==> src/rtl/l2_pkg.sv <==
`default_nettype none
// ============================================================================
// Module   : l2_pkg
// Brief    : Shared widths, derived constants, FSM state type and address
//            alignment helper for the L2-to-physical-memory adapter.
// Revision : 1.0 - initial release
// ============================================================================
package l2_pkg;

  localparam int LINE_WIDTH  = 256;
  localparam int BURST_WIDTH = 64;
  localparam int ADDR_WIDTH  = 32;
  localparam int BEATS       = LINE_WIDTH / BURST_WIDTH;
  localparam int OFFSET_BITS = $clog2(LINE_WIDTH / 8);
  localparam int CNT_BITS    = $clog2(BEATS);

  // Byte-offset bits inside one line; cleared to form the burst base address.
  localparam logic [ADDR_WIDTH-1:0] OFFSET_MASK =
    ADDR_WIDTH'((64'd1 << OFFSET_BITS) - 64'd1);

  typedef enum logic [1:0] {
    IDLE     = 2'd0,
    RD_BURST = 2'd1,
    WR_BURST = 2'd2,
    DONE     = 2'd3
  } adapter_state_t;

  // Line-align a byte address (drops the offset within the line).
  function automatic logic [ADDR_WIDTH-1:0] align_addr(input logic [ADDR_WIDTH-1:0] a);
    return a & ~OFFSET_MASK;
  endfunction

endpackage
`default_nettype wire

==> src/rtl/l2_pmem_adapter_if.sv <==
`default_nettype none
// ============================================================================
// Module   : l2_pmem_adapter_if
// Brief    : Line-side (L2) and burst-side (memory) signals of the adapter.
//            Port directions in the names are from the adapter's viewpoint.
// Revision : 1.0 - initial release
// ============================================================================
interface l2_pmem_adapter_if;
  import l2_pkg::*;

  logic                   line_read_i;
  logic                   line_write_i;
  logic [ADDR_WIDTH-1:0]  line_addr_i;
  logic [LINE_WIDTH-1:0]  line_wdata_i;
  logic [LINE_WIDTH-1:0]  line_rdata_o;
  logic                   line_resp_o;
  logic                   mem_read_o;
  logic                   mem_write_o;
  logic [ADDR_WIDTH-1:0]  mem_addr_o;
  logic [BURST_WIDTH-1:0] mem_wdata_o;
  logic [BURST_WIDTH-1:0] mem_rdata_i;
  logic                   mem_resp_i;

  // Adapter side.
  modport slave (
    input  line_read_i, line_write_i, line_addr_i, line_wdata_i,
    input  mem_rdata_i, mem_resp_i,
    output line_rdata_o, line_resp_o,
    output mem_read_o, mem_write_o, mem_addr_o, mem_wdata_o
  );

  // Environment side: L2 controller plus physical memory.
  modport master (
    output line_read_i, line_write_i, line_addr_i, line_wdata_i,
    output mem_rdata_i, mem_resp_i,
    input  line_rdata_o, line_resp_o,
    input  mem_read_o, mem_write_o, mem_addr_o, mem_wdata_o
  );
endinterface
`default_nettype wire

==> src/rtl/l2_line_shift_reg.sv <==
`default_nettype none
// ============================================================================
// Module   : l2_line_shift_reg
// Brief    : Beat-indexed line register. Loads a full line, writes one slice
//            at an index, and presents the slice at that index.
// Revision : 1.0 - initial release
// ============================================================================
module l2_line_shift_reg #(
  parameter int LINE_W  = 256,
  parameter int SLICE_W = 64,
  parameter int IDX_W   = 2
) (
  input  logic               clk,
  input  logic               rst_n,
  input  logic               load_i,
  input  logic [LINE_W-1:0]  line_i,
  input  logic               wr_i,
  input  logic [IDX_W-1:0]   idx_i,
  input  logic [SLICE_W-1:0] slice_i,
  output logic [LINE_W-1:0]  line_o,
  output logic [SLICE_W-1:0] slice_o
);

  logic [LINE_W-1:0] line_q;

  // Full-line load has priority over a single-slice write.
  always_ff @(posedge clk or negedge rst_n) begin
    if (!rst_n) begin
      line_q <= '0;
    end else if (load_i) begin
      line_q <= line_i;
    end else if (wr_i) begin
      line_q[idx_i*SLICE_W +: SLICE_W] <= slice_i;
    end
  end

  assign line_o  = line_q;
  assign slice_o = line_q[idx_i*SLICE_W +: SLICE_W];

endmodule
`default_nettype wire

==> src/rtl/l2_pmem_adapter.sv <==
`default_nettype none
// ============================================================================
// Module   : l2_pmem_adapter
// Brief    : Converts line-granular L2 read/write requests into fixed-length
//            bursts of BEATS beats on the physical memory bus and returns a
//            single-cycle line response.
// Revision : 1.0 - initial release
// ============================================================================
module l2_pmem_adapter
  import l2_pkg::*;
(
  input  logic             clk,
  input  logic             rst_n,
  l2_pmem_adapter_if.slave bus
);

  adapter_state_t          state_q, state_d;
  logic [CNT_BITS-1:0]     cnt_q, cnt_d;
  logic [ADDR_WIDTH-1:0]   addr_q, addr_d;
  logic [LINE_WIDTH-1:0]   rdata_q;

  logic                    buf_load;
  logic                    buf_wr;
  logic                    rdata_load;
  logic                    last_beat;
  logic [LINE_WIDTH-1:0]   buf_line;
  logic [LINE_WIDTH-1:0]   fill_line;
  logic [BURST_WIDTH-1:0]  buf_slice;

  // One buffer serves both directions: it holds the writeback line during a
  // write burst and collects beats during a read burst. The returned fill
  // line lives in a separate register so a writeback cannot disturb it.
  l2_line_shift_reg #(
    .LINE_W  (LINE_WIDTH),
    .SLICE_W (BURST_WIDTH),
    .IDX_W   (CNT_BITS)
  ) u_line_buf (
    .clk     (clk),
    .rst_n   (rst_n),
    .load_i  (buf_load),
    .line_i  (bus.line_wdata_i),
    .wr_i    (buf_wr),
    .idx_i   (cnt_q),
    .slice_i (bus.mem_rdata_i),
    .line_o  (buf_line),
    .slice_o (buf_slice)
  );

  assign last_beat = (cnt_q == CNT_BITS'(BEATS - 1));

  // Merge the final beat straight into the collected line so the fill
  // register can be loaded on the last acknowledge.
  always_comb begin
    fill_line = buf_line;
    fill_line[cnt_q*BURST_WIDTH +: BURST_WIDTH] = bus.mem_rdata_i;
  end

  // Next-state, beat counter and request latching; write wins over read.
  always_comb begin
    state_d    = state_q;
    cnt_d      = cnt_q;
    addr_d     = addr_q;
    buf_load   = 1'b0;
    buf_wr     = 1'b0;
    rdata_load = 1'b0;
    case (state_q)
      IDLE: begin
        if (bus.line_write_i) begin
          state_d  = WR_BURST;
          addr_d   = align_addr(bus.line_addr_i);
          cnt_d    = '0;
          buf_load = 1'b1;
        end else if (bus.line_read_i) begin
          state_d  = RD_BURST;
          addr_d   = align_addr(bus.line_addr_i);
          cnt_d    = '0;
        end
      end
      RD_BURST: begin
        if (bus.mem_resp_i) begin
          buf_wr = 1'b1;
          cnt_d  = cnt_q + CNT_BITS'(1);
          if (last_beat) begin
            rdata_load = 1'b1;
            state_d    = DONE;
          end
        end
      end
      WR_BURST: begin
        if (bus.mem_resp_i) begin
          cnt_d = cnt_q + CNT_BITS'(1);
          if (last_beat) begin
            state_d = DONE;
          end
        end
      end
      DONE: begin
        state_d = IDLE;
      end
      default: begin
        state_d = IDLE;
      end
    endcase
  end

  // State, counter, latched address and completed fill line.
  always_ff @(posedge clk or negedge rst_n) begin
    if (!rst_n) begin
      state_q <= IDLE;
      cnt_q   <= '0;
      addr_q  <= '0;
      rdata_q <= '0;
    end else begin
      state_q <= state_d;
      cnt_q   <= cnt_d;
      addr_q  <= addr_d;
      if (rdata_load) begin
        rdata_q <= fill_line;
      end
    end
  end

  // Outputs decode the registered state, so reset drops them immediately.
  assign bus.mem_read_o   = (state_q == RD_BURST);
  assign bus.mem_write_o  = (state_q == WR_BURST);
  assign bus.line_resp_o  = (state_q == DONE);
  assign bus.mem_addr_o   = addr_q;
  assign bus.mem_wdata_o  = (state_q == WR_BURST) ? buf_slice : '0;
  assign bus.line_rdata_o = rdata_q;

endmodule
`default_nettype wire
==> src/flat_wrapper.sv <==
// flat-port wrapper written by rule: the top's interface ports become plain ports
module l2_pmem_adapter_flat import l2_pkg::*;
  (clk, rst_n, bus_line_read_i, bus_line_write_i, bus_line_addr_i, bus_line_wdata_i, bus_mem_rdata_i, bus_mem_resp_i, bus_line_rdata_o, bus_line_resp_o, bus_mem_read_o, bus_mem_write_o, bus_mem_addr_o, bus_mem_wdata_o);
  l2_pmem_adapter_if bus_i ();
  input  logic clk;
  input  logic rst_n;
  input wire logic [$bits(bus_i.line_read_i)-1:0] bus_line_read_i;
  input wire logic [$bits(bus_i.line_write_i)-1:0] bus_line_write_i;
  input wire logic [$bits(bus_i.line_addr_i)-1:0] bus_line_addr_i;
  input wire logic [$bits(bus_i.line_wdata_i)-1:0] bus_line_wdata_i;
  input wire logic [$bits(bus_i.mem_rdata_i)-1:0] bus_mem_rdata_i;
  input wire logic [$bits(bus_i.mem_resp_i)-1:0] bus_mem_resp_i;
  output wire logic [$bits(bus_i.line_rdata_o)-1:0] bus_line_rdata_o;
  output wire logic [$bits(bus_i.line_resp_o)-1:0] bus_line_resp_o;
  output wire logic [$bits(bus_i.mem_read_o)-1:0] bus_mem_read_o;
  output wire logic [$bits(bus_i.mem_write_o)-1:0] bus_mem_write_o;
  output wire logic [$bits(bus_i.mem_addr_o)-1:0] bus_mem_addr_o;
  output wire logic [$bits(bus_i.mem_wdata_o)-1:0] bus_mem_wdata_o;
  assign bus_i.line_read_i = bus_line_read_i;
  assign bus_i.line_write_i = bus_line_write_i;
  assign bus_i.line_addr_i = bus_line_addr_i;
  assign bus_i.line_wdata_i = bus_line_wdata_i;
  assign bus_i.mem_rdata_i = bus_mem_rdata_i;
  assign bus_i.mem_resp_i = bus_mem_resp_i;
  assign bus_line_rdata_o = bus_i.line_rdata_o;
  assign bus_line_resp_o = bus_i.line_resp_o;
  assign bus_mem_read_o = bus_i.mem_read_o;
  assign bus_mem_write_o = bus_i.mem_write_o;
  assign bus_mem_addr_o = bus_i.mem_addr_o;
  assign bus_mem_wdata_o = bus_i.mem_wdata_o;
  l2_pmem_adapter u_core (.clk(clk), .rst_n(rst_n), .bus(bus_i));
endmodule
==> config.mk <==
export PLATFORM = sky130hd
export DESIGN_NAME = l2_pmem_adapter_flat
export DESIGN_NICKNAME = d
export VERILOG_FILES = /design/src/rtl/l2_pkg.sv /design/src/rtl/l2_pmem_adapter_if.sv /design/src/rtl/l2_line_shift_reg.sv /design/src/rtl/l2_pmem_adapter.sv /design/src/flat_wrapper.sv
export SDC_FILE = /design/constraint.sdc
export NUM_CORES = 1
export LEC_CHECK = 0
export BUFFER_PORTS_ARGS = -buffer_cell sky130_fd_sc_hd__buf_4
export CORE_AREA = 2 2 280 282
export CTS_BUF_LIST = sky130_fd_sc_hd__clkbuf_8
export CTS_CLUSTER_DIAMETER = 40
export CTS_CLUSTER_SIZE = 14
export DETAILED_ROUTE_END_ITERATION = 6
export DIE_AREA = 0 0 282 284
export MAX_ROUTING_LAYER = met4
export PLACE_DENSITY = 0.55
export SLEW_MARGIN = 0
export SYNTH_ARGS = -nofsm -noshare
export SYNTH_HDL_FRONTEND = slang
export SYNTH_SLANG_ARGS = --single-unit
==> constraint.sdc <==
create_clock -name clk -period 3.24 [get_ports clk]
set_input_delay 0.324 -clock clk [delete_from_list [all_inputs] [get_ports clk]]
set_output_delay 0.324 -clock clk [all_outputs]
set_load 0.005 [all_outputs]
======== Word-level counts from Yosys, hierarchy flattened ========
Index checks and enable logic that the tools add are counted.
storage, ports and cells
  register bits after elaboration ......... 548
  input port bits ......................... 357
  output and inout bits ................... 355
  logic and storage cells ................. 47
cells by class
  add/sub/neg operators ................... 2
  eq/ne operators ......................... 7
  shift-type cells ........................ 3
  multiplexer cells ....................... 22
  reductions and logical operators ........ 8
operator list
  cell                         count
  $mux W256                    2
  $bwmux W256                  1
  $shift A64 B34 Y256 const A  1
  $shiftx A256 B9 Y64          1
  $shiftx A64 B34 Y256         1
  $mux W32                     2
  $mux W64                     1
  $neg A8 Y34                  1
  $mux W2                      7
  $mux W1                      7
  $eq A2 B2 Y1 const B         3
  $pmux W2 S3                  1
  $reduce_and A3 Y1            2
  $reduce_bool A2 Y1           3
  $ne A2 B1 Y1 const B         2
  $pmux W2 S2                  1
  $ne A3 B3 Y1 const B         1
  $add A2 B1 Y2 const B        1
  $eq A2 B1 Y1 const B         1
  $logic_not A2 Y1             1
  $reduce_and A2 Y1            1
  $reduce_or A2 Y1             1

======== Longest topological paths before layout ========
Gate-level depths: netlist of the first run.
  word-level depth ........................ 5
  depth in mapped cells ................... 11
  gate-level depth less buffers ........... 5

======== Cells and area by module ========
A second synthesis of the first run with hierarchy kept.
second synthesis, totals
  cell total of the unflattened synthesis .. 2213
  area, all modules ....................... 25514.5 µm²
modules (own cells, without submodules)
  module             instances  cells each  area an instance (µm²)  sequential area each (µm²)
  l2_pmem_adapter    1          1267        12874.8                 7181.9
  l2_line_shift_reg  1          946         12639.6                 6406.1

======== Least setup slack after synthesis of the first run ========
Ideal clock, no wire load.
  path type ............................... register -> register
  start point ............................. register u_core.cnt_q[1]
  end point ............................... register u_core.rdata_q[106], in the netlist u_core.bus.line_rdata_o[106]
  setup time .............................. 0.126 ns
  arrival ................................. 2.314 ns
  data required time ...................... 3.114 ns
  slack ................................... 0.800 ns
  cell stages (with the launch flop) ...... 11
  buffers on the path ..................... 5
  period minus slack after synthesis ...... 2.440 ns
  cells stage by stage .................... dfrtp_1 > buf_2 > buf_1 > inv_1 > ha_1 > and4b_1 > buf_2 > buf_2 > buf_2 > a221oi_1 > nor2_1
between the ends
  cells in the longest elaborated chain, start to end .. 4
  elaborated cells on any way between the ends .. 8
  classes of those cells .................. add/sub: 1; eq/ne: 1; shift: 2; mux: 4
ends and longest elaborated chain
  element                                                              line                    RTL
  from (decl)                                                          l2_pmem_adapter.sv:18   logic [CNT_BITS-1:0] cnt_q, cnt_d;
  from (signal assigned)                                               l2_pmem_adapter.sv:115  cnt_q <= cnt_d;
  parallel branches: the longest is 4 deep, another holds $neg A8 Y34  -
  to (signal assigned)                                                 l2_pmem_adapter.sv:118  rdata_q <= fill_line;
  to (decl)                                                            l2_pmem_adapter.sv:20   logic [LINE_WIDTH-1:0] rdata_q;
Several ways; the timed one is not identified.
A chain may end at the register's enable or synchronous reset.

======== Worst setup path after layout of the first run ========
  start point ............................. register u_core.state_q[1]
  end point ............................... register u_core.u_line_buf.line_q[95], in the netlist u_core.u_line_buf.line_o[95]
between the ends
  cells in the longest elaborated chain, start to end .. 3
  elaborated cells on any way between the ends .. 6
  classes of those cells .................. eq/ne: 1; mux: 3; reduce/logical: 2
ends and longest elaborated chain
  element                                                    line                     RTL
  from (decl)                                                l2_pmem_adapter.sv:17    adapter_state_t state_q, state_d;
  from (signal assigned)                                     l2_pmem_adapter.sv:114   state_q <= state_d;
  $eq A2 B1 Y1 or $logic_not A2 Y1 (tied branches)           l2_pmem_adapter.sv:66    case (state_q)
  $mux W1                                                    l2_pmem_adapter.sv:66
  $reduce_bool A2 Y1 (no line) or $mux W256 (tied branches)  -
  to (signal assigned)                                       l2_line_shift_reg.sv:31  line_q <= line_i;
  to (signal, indexed assignment)                            l2_line_shift_reg.sv:33  line_q[idx_i*SLICE_W +: SLICE_W] <= slice_i;
  to (decl)                                                  l2_line_shift_reg.sv:24  logic [LINE_W-1:0] line_q;
Several ways; a longest one is shown, not always the timed one.

==> metrics.md, run 1 <==
| Metric | Value |
|---|---|
| Outcome | `finished, final reports clean` |
| Vias | `27900` |
| Rows | `about 100` |
| RR Endpoint | `u_core.u_line_buf.line_o[95]` |
| Comb power frac | `between 40% and 50%` |
| Post-synth EDFFs | `0` |
| DRT Wirelength | `approximately 120 mm` |
| Pre-CTS setup slack | `around 0.63 ns` |
| RSZ-0062 raised after global routing | `false` |
| Dpl cells | `between 4000 and 5000` |
| Leading cell type by number of instances after synthesis | `dfrtp_1` |
| CP max FO | `~100` |
| Syn Inst Count | `around 2600` |
| CTS max path bufs | `3` |
| Post-layout minimum cycle time | `between 3 and 4 ns` |
| Clock network power share | `a little over a fifth` |
| First-pass DRT Iterations | `7` |
| HPWL Detailed | `around 76 mm` |
| Synth top area cells | `dfrtp_1 (52%), nor2_1 (6.0%), mux4_2 (5.5%)` |
| Placer Congestion | `between 0.9 and 1` |
| Worst R2R Path Depth | `7` |
| Final ANT Viol Nets | `0` |
| Later-pin clock latency in the skew report | `between 0.7 and 0.8 ns` |
| Seq/Total Area, Yosys | `between 50% and 60%` |
| CP Launch Type | `register` |
| Max-cap violations | `0` |
| Fillers | `~6900` |
| Die area | `~80000 um^2` |
| Sequential fraction of design power | `between 30% and 40%` |
| Area growth syn-to-layout | `54.5%` |
| Final setup fails | `0` |
| Worst-Margin Slew | `about 0.87 ns` |
| IO Count | `between 700 and 800` |
| Met1 GRT Util | `approximately two fifths` |
| GRT Residual Overflow | `0` |
| Post-synth cell types | `39` |
| Core Footprint | `approximately 77000 um^2` |
| Port-buffer cells | `701` |
| Setup WS post-layout | `approximately 0.16 ns` |
| M3 GR Usage | `between 5 and 6%` |
| CTS H-tree lvls | `3` |
| Synth cell count leaders | `dfrtp_1 (543), nor2_1 (417), a21oi_1 (183), nand2_1 (160), o21ai_0 (159)` |
| Cts bufs inserted | `100` |
| Synth Warn # | `0` |
| WP data required | `between 3 and 4 ns` |
| Int Pwr | `approximately 23 mW` |
| R2r setup slk | `0.16 ns` |
| # clock sinks | `~540` |
| VDD IR-drop max | `0.442 mV` |
| Via-to-Cell Ratio | `around 5.7` |
| Clock root cell | `clkbuf_8` |
| Total GRT Usage | `between 30% and 40%` |
| Syn Std Cell Area | `between 20000 and 30000 um^2` |
| Final period util | `between 90% and 100%` |
| Drt drc | `0` |
| Ratio of cells with drive above 1 in the final layout | `around 29%` |
| Slew Limit Fails | `0` |
| Fin. Hold Viols | `0` |
| Die W | `~280 um` |
| Fin util | `between 50 and 60%` |
| Crit Path Class | `reg2reg` |
| # nets final | `4100` |
| Worst Skew | `just under 0.06 ns` |
| Worst Hold End | `u_core.state_q[0]` |
| Die height | `284 um` |
| Global-route wire length before repair | `~180 mm` |
| Fmax | `approximately 320 MHz` |
| Setup TNS | `0 ns` |
| Mean area per synthesized cell | `10.1 um^2` |
| Ys flop type | `dfrtp_1` |
| Crit path arrival time | `about 3.7 ns` |
| Worst slew margin | `42.1%` |
| Initial antenna violation count | `16` |
| Leading area contributor after synthesis | `dfrtp_1` |
| PD cells | `884 nW/um^2` |
| Crit end category | `register` |
| Worst r2r src | `u_core.state_q[1]` |
| Leak | `18.2 nW` |
| Met2 usage | `47.2%` |
| WL/cell | `about 25 um` |
| Number of DRC markers in iteration 0 | `between 2000 and 3000` |
| Switching pwr | `between 10 and 15 mW` |
| Largest net degree at the start of global routing | `between 100 and 150` |
| Placed cell area | `about 33000 um^2` |
| Sw frac | `roughly 37%` |
| Busiest grt layer | `met2` |
| Vias in the first global route | `approximately 29000` |
| Clock transition at path regs | `about 0.06 ns` |
| TritonCTS clock tree | `built` |
| Hold Path Origin | `bus_line_write_i` |
| #FFs+latches synth | `between 500 and 600` |
| Post-synth top area share | `51.7%` |
| Post-Layout Cell Count | `~5000` |
| Hold depth | `4` |
| Hold Crit Class | `in2reg` |
| Final instance area | `~41000 um^2` |
| Initial core utilization | `approximately a third` |
| Async set-reset flop share out of synthesis | `100%` |
[sequential cells by signal, indices dropped and copies added (netlist names)]
signal                    flops
u_core.bus.mem_addr_o        27
u_core.bus.line_rdata_o     256
u_core.u_line_buf.line_o    256
u_core.state_q                2
u_core.cnt_q                  2
[how the worst max path moves through the flow]
stage | from | endpoint | slack (ns)
floorplan | u_core.cnt_q[1] | u_core.bus.line_rdata_o[106] | 0.80
global placement | u_core.state_q[1] | u_core.bus.line_rdata_o[246] | 0.67
detailed placement | u_core.state_q[1] | u_core.bus.line_rdata_o[244] | 0.63
CTS | u_core.cnt_q[0] | bus_mem_wdata_o[29] | 0.12
global route | u_core.state_q[1] | u_core.u_line_buf.line_o[95] | 0.04
finish | u_core.state_q[1] | u_core.u_line_buf.line_o[95] | 0.16
[placed cells by master (no fill, tap or decap), types with 46 or more instances in the layout]
cell type,count
o21ai_0,159
dlygate4sd3_1,552
and2_1,64
a221oi_1,129
nand2_1,159
nand3b_1,62
buf_4,764
a21oi_1,183
clkbuf_8,113
a22oi_1,69
nand3_1,54
a32oi_1,141
nand2b_1,46
dfrtp_1,541
mux4_2,64
nor2_1,417
a22o_1,50
[layout make-up]
class | count | area (um^2) | area share (%)
multi-input cells | 1724 | 11300 | 27.7
clock buffers | 113 | 1560 | 3.83
well taps | 1040 | 1300 | 3.20
flip-flops and latches | 543 | 13600 | 33.5
clock inverters | 70 | 797 | 1.96
repair buffers | 1356 | 12000 | 29.7
inverters | 8 | 30.0 | 0.0739
diodes | 14 | 35.0 | 0.0862
[worst max-delay path, stage by stage, from the launching register on]
cell,delay [ns]
dfrtp_1,0.40
inv_1,0.13
ha_2,0.48
and2_4,0.39
buf_12,0.38
a32oi_1,0.20
o21ai_0,0.21
dlygate4sd3_1,0.58
[routing by layer]
metal	vias to the layer above	part of all wire, %
li1	11800	-
met3	354	9.3
met2	1844	47
met5	-	0
met1	13900	39
met4	0	4.7
[per-stage QoR]
step | power [mW] | hold WS [ns]
finish | 35.9 | 0.0686
global placement | 25.0 | 0.363
detailed placement | 25.3 | 0.373
global route | 37.7 | 0.0479
CTS | 35.6 | 0.0158
floorplan | 18.5 | 0.0284
[power by group through the flow]
stage | Sequential [mW] | Clock, mW | Combinational (mW)
3_3_place_gp | 11.8 | 0 | 13.3
3_5_place_dp | 11.9 | 0 | 13.5
4_1_cts | 11.8 | 7.88 | 16.0
2_1_floorplan | 11.3 | 0 | 7.19
5_1_grt | 12.2 | 8.19 | 17.4
6_report | 11.9 | 7.77 | 16.2
[kinds of logic (layout without fill, tap and decap cells)]
logic type | count (synthesis) | in the layout | share of synthesized area (%)
mux | 96 | 96 | 6.83
fa+ha+maj | 10 | 10 | 0.476
flops | 543 | 543 | 51.7
buf+inv | 337 | 1547 | 6.02
other cells | 1 | 19 | 0.0143
compound gates | 794 | 794 | 20.9
simple gates | 818 | 819 | 14.1
[timing repair]
| item | in CTS | in global routing |
|---|---|---|
| hold endpoints to repair | 584 | 0 |
| endpoints found under the setup margin | 0 | 22 |
| hold buffers | 552 | 0 |
| setup buffers | 0 | 3 |
| gates resized for setup | 0 | 2 |
Power figures use the tool's default switching activity.
==> inputs of run 2 (changes only) <==
--- a/config.mk
+++ b/config.mk
@@ -5,15 +5,16 @@
 export SDC_FILE = /design/constraint.sdc
 export NUM_CORES = 1
 export LEC_CHECK = 0
+export ABC_CLOCK_PERIOD_IN_PS = 3240
 export BUFFER_PORTS_ARGS = -buffer_cell sky130_fd_sc_hd__buf_4
-export CORE_AREA = 2 2 280 282
+export CORE_AREA = 2 2 268 337
 export CTS_BUF_LIST = sky130_fd_sc_hd__clkbuf_8
 export CTS_CLUSTER_DIAMETER = 40
 export CTS_CLUSTER_SIZE = 14
 export DETAILED_ROUTE_END_ITERATION = 6
-export DIE_AREA = 0 0 282 284
+export DIE_AREA = 0 0 270 339
 export MAX_ROUTING_LAYER = met4
-export PLACE_DENSITY = 0.55
+export PLACE_DENSITY = 0.49
 export SLEW_MARGIN = 0
 export SYNTH_ARGS = -nofsm -noshare
 export SYNTH_HDL_FRONTEND = slang
==> run 2 against run 1 <==
Via count shrank 1.2%. Utilization shrank 6.1 points. Die area grew 14%. First-iteration DRC count shrank 5.8%. Largest power group unchanged.
==> metrics.md, run 2 (synthesized netlist as in run 1, its figures left out) <==
| Metric | Value |
|---|---|
| Outcome | `finished, final reports clean` |
| Dpl cells | `4235` |
| Final ANT Viol Nets | `0` |
| Total GRT Usage | `about 28%` |
| HPWL Detailed | `79.0 mm` |
| Final period util | `a little over nine tenths` |
| Core Footprint | `~90000 um^2` |
| Max-cap violations | `0` |
| Most frequent cells in the layout | `buf_4 (745), dlygate4sd3_1 (587), dfrtp_1 (541), nor2_1 (417), a21oi_1 (183)` |
| Fmax | `around 310 MHz` |
| Leak | `18.3 nW` |
| Ratio of cells with drive above 1 in the final layout | `28.0%` |
| R2r setup slk | `roughly 0.034 ns` |
| Slew Limit Fails | `0` |
| PD cells | `890 nW/um^2` |
| CP Launch Type | `register` |
| Rows | `122` |
| GRT Residual Overflow | `0` |
| Post-layout minimum cycle time | `approximately 3.2 ns` |
| IO Count | `a little over 700` |
| Clock transition at path regs | `0.07 ns` |
| Busiest grt layer | `met2` |
| Commonest non-fill, non-tap cell in the layout | `buf_4` |
| Die area | `between 90000 and 100000 um^2` |
| Die W | `270 um` |
| Crit end category | `register` |
| # clock sinks | `between 500 and 600` |
| Hold slack | `between 0.15 and 0.2 ns` |
| Number of DRC markers in iteration 0 | `approximately 2700` |
| RSZ-0062 raised after global routing | `false` |
| Vias in the first global route | `29300` |
| Worst-Margin Slew | `about 1.4 ns` |
| Setup TNS | `0 ns` |
| Initial antenna violation count | `29` |
| Initial core utilization | `between 20% and 30%` |
| Hold Crit Class | `in2async` |
| Via-to-Cell Ratio | `about 5.5` |
| First-pass DRT Iterations | `6` |
| # nets final | `around 4100` |
| Area growth syn-to-layout | `56.2%` |
| WP data required | `between 3 and 4 ns` |
| Worst Skew | `around 0.044 ns` |
| CTS max path bufs | `3` |
| Largest net degree at the start of global routing | `170` |
| Clock root cell | `clkbuf_8` |
| Met1 GRT Util | `~34%` |
| DRT Wirelength | `between 100 and 150 mm` |
| Die height | `between 300 and 400 um` |
| TritonCTS clock tree | `built` |
| Final Total Pwr | `between 30 and 40 mW` |
| Later-pin clock latency in the skew report | `~0.75 ns` |
| Worst r2r src | `u_core.state_q[1]` |
| Drt drc | `0` |
| Pre-CTS setup slack | `slightly above 0.5 ns` |
| Cts bufs inserted | `96` |
| Vias | `between 20000 and 30000` |
| Fin. Hold Viols | `0` |
| RR Endpoint | `u_core.u_line_buf.line_o[96]` |
| Port-buffer cells | `701` |
| Fin util | `approximately 47%` |
| Placer Congestion | `0.873` |
| M3 GR Usage | `5.53%` |
| Crit path arrival time | `3.84 ns` |
| Final instance area | `41100 um^2` |
| CTS H-tree lvls | `3` |
| Crit Path Class | `reg2reg` |
| Placed cell area | `32700 um^2` |
| Worst slew margin | `about a tenth` |
| VDD IR-drop max | `0.486 mV` |
| CP max FO | `169` |
| Worst R2R Path Depth | `7` |
| Global-route wire length before repair | `between 150 and 200 mm` |
| Post-Layout Cell Count | `between 5000 and 6000` |
| Final setup fails | `0` |
| Setup WS post-layout | `0.0342 ns` |
| Met2 usage | `between 40 and 50%` |
| WL/cell | `between 20 and 30 um` |
run 2: cell count changes in the layout (fill, tap and decap cells not counted), moves of 2 or more:
cell	before	now
buf_6	1	3
clkinv_2	15	17
inv_8	0	3
clkinvlp_4	12	10
inv_2	2	0
diode_2	14	28
bufinv_16	14	18
dlygate4sd3_1	552	587
clkbuf_8	113	102
inv_4	0	2
buf_4	764	745
run 2: layer usage:
layer	routed length [um]	vias to the layer above
li1	-	11800
met1	49500	13800
met2	62000	1545
met3	10300	315
met4	5770	0
met5	0	-
run 2: worst max path at each step:
| stage | start | to |
|---|---|---|
| 2_1_floorplan | u_core.cnt_q[1] | u_core.bus.line_rdata_o[106] |
| 3_3_place_gp | u_core.cnt_q[0] | u_core.bus.line_rdata_o[173] |
| 3_5_place_dp | u_core.cnt_q[0] | u_core.bus.line_rdata_o[181] |
| 4_1_cts | u_core.cnt_q[0] | u_core.u_line_buf.line_o[186] |
| 5_1_grt | u_core.state_q[1] | u_core.u_line_buf.line_o[98] |
| 6_report | u_core.state_q[1] | u_core.u_line_buf.line_o[96] |
run 2: power breakdown:
group	internal (mW)	leakage, nW	switching, mW	total, mW
Combinational	8.80	10.2	7.89	16.7
Sequential	9.67	6.81	2.21	11.9
Clock	4.51	1.22	3.48	7.99
run 2: area by class of cell:
cell class	count	area [um^2]
clock inverters	78	975
well taps	1178	1470
inverters	8	35.0
multi-input cells	1724	11300
flip-flops and latches	543	13600
diodes	28	70.1
repair buffers	1373	12300
fillers	8303	47000
clock buffers	102	1400
run 2: what timing repair did:
action                                  CTS  global route
endpoints found under the setup margin   26            82
gates cloned                              0             1
setup buffers                             0             3
pin swaps                                 0             2
hold buffers                            587             0
resized for setup                         1             3
endpoints found under the hold margin   594             0
run 2: critical path, cell delays in order (launching register included):
cell and delay [ns]:
dfrtp_1 0.42, inv_1 0.14, ha_1 0.32, and2_4 0.23, buf_12 0.44, a32oi_1 0.25
o21ai_0 0.21, dlygate4sd3_1 0.57
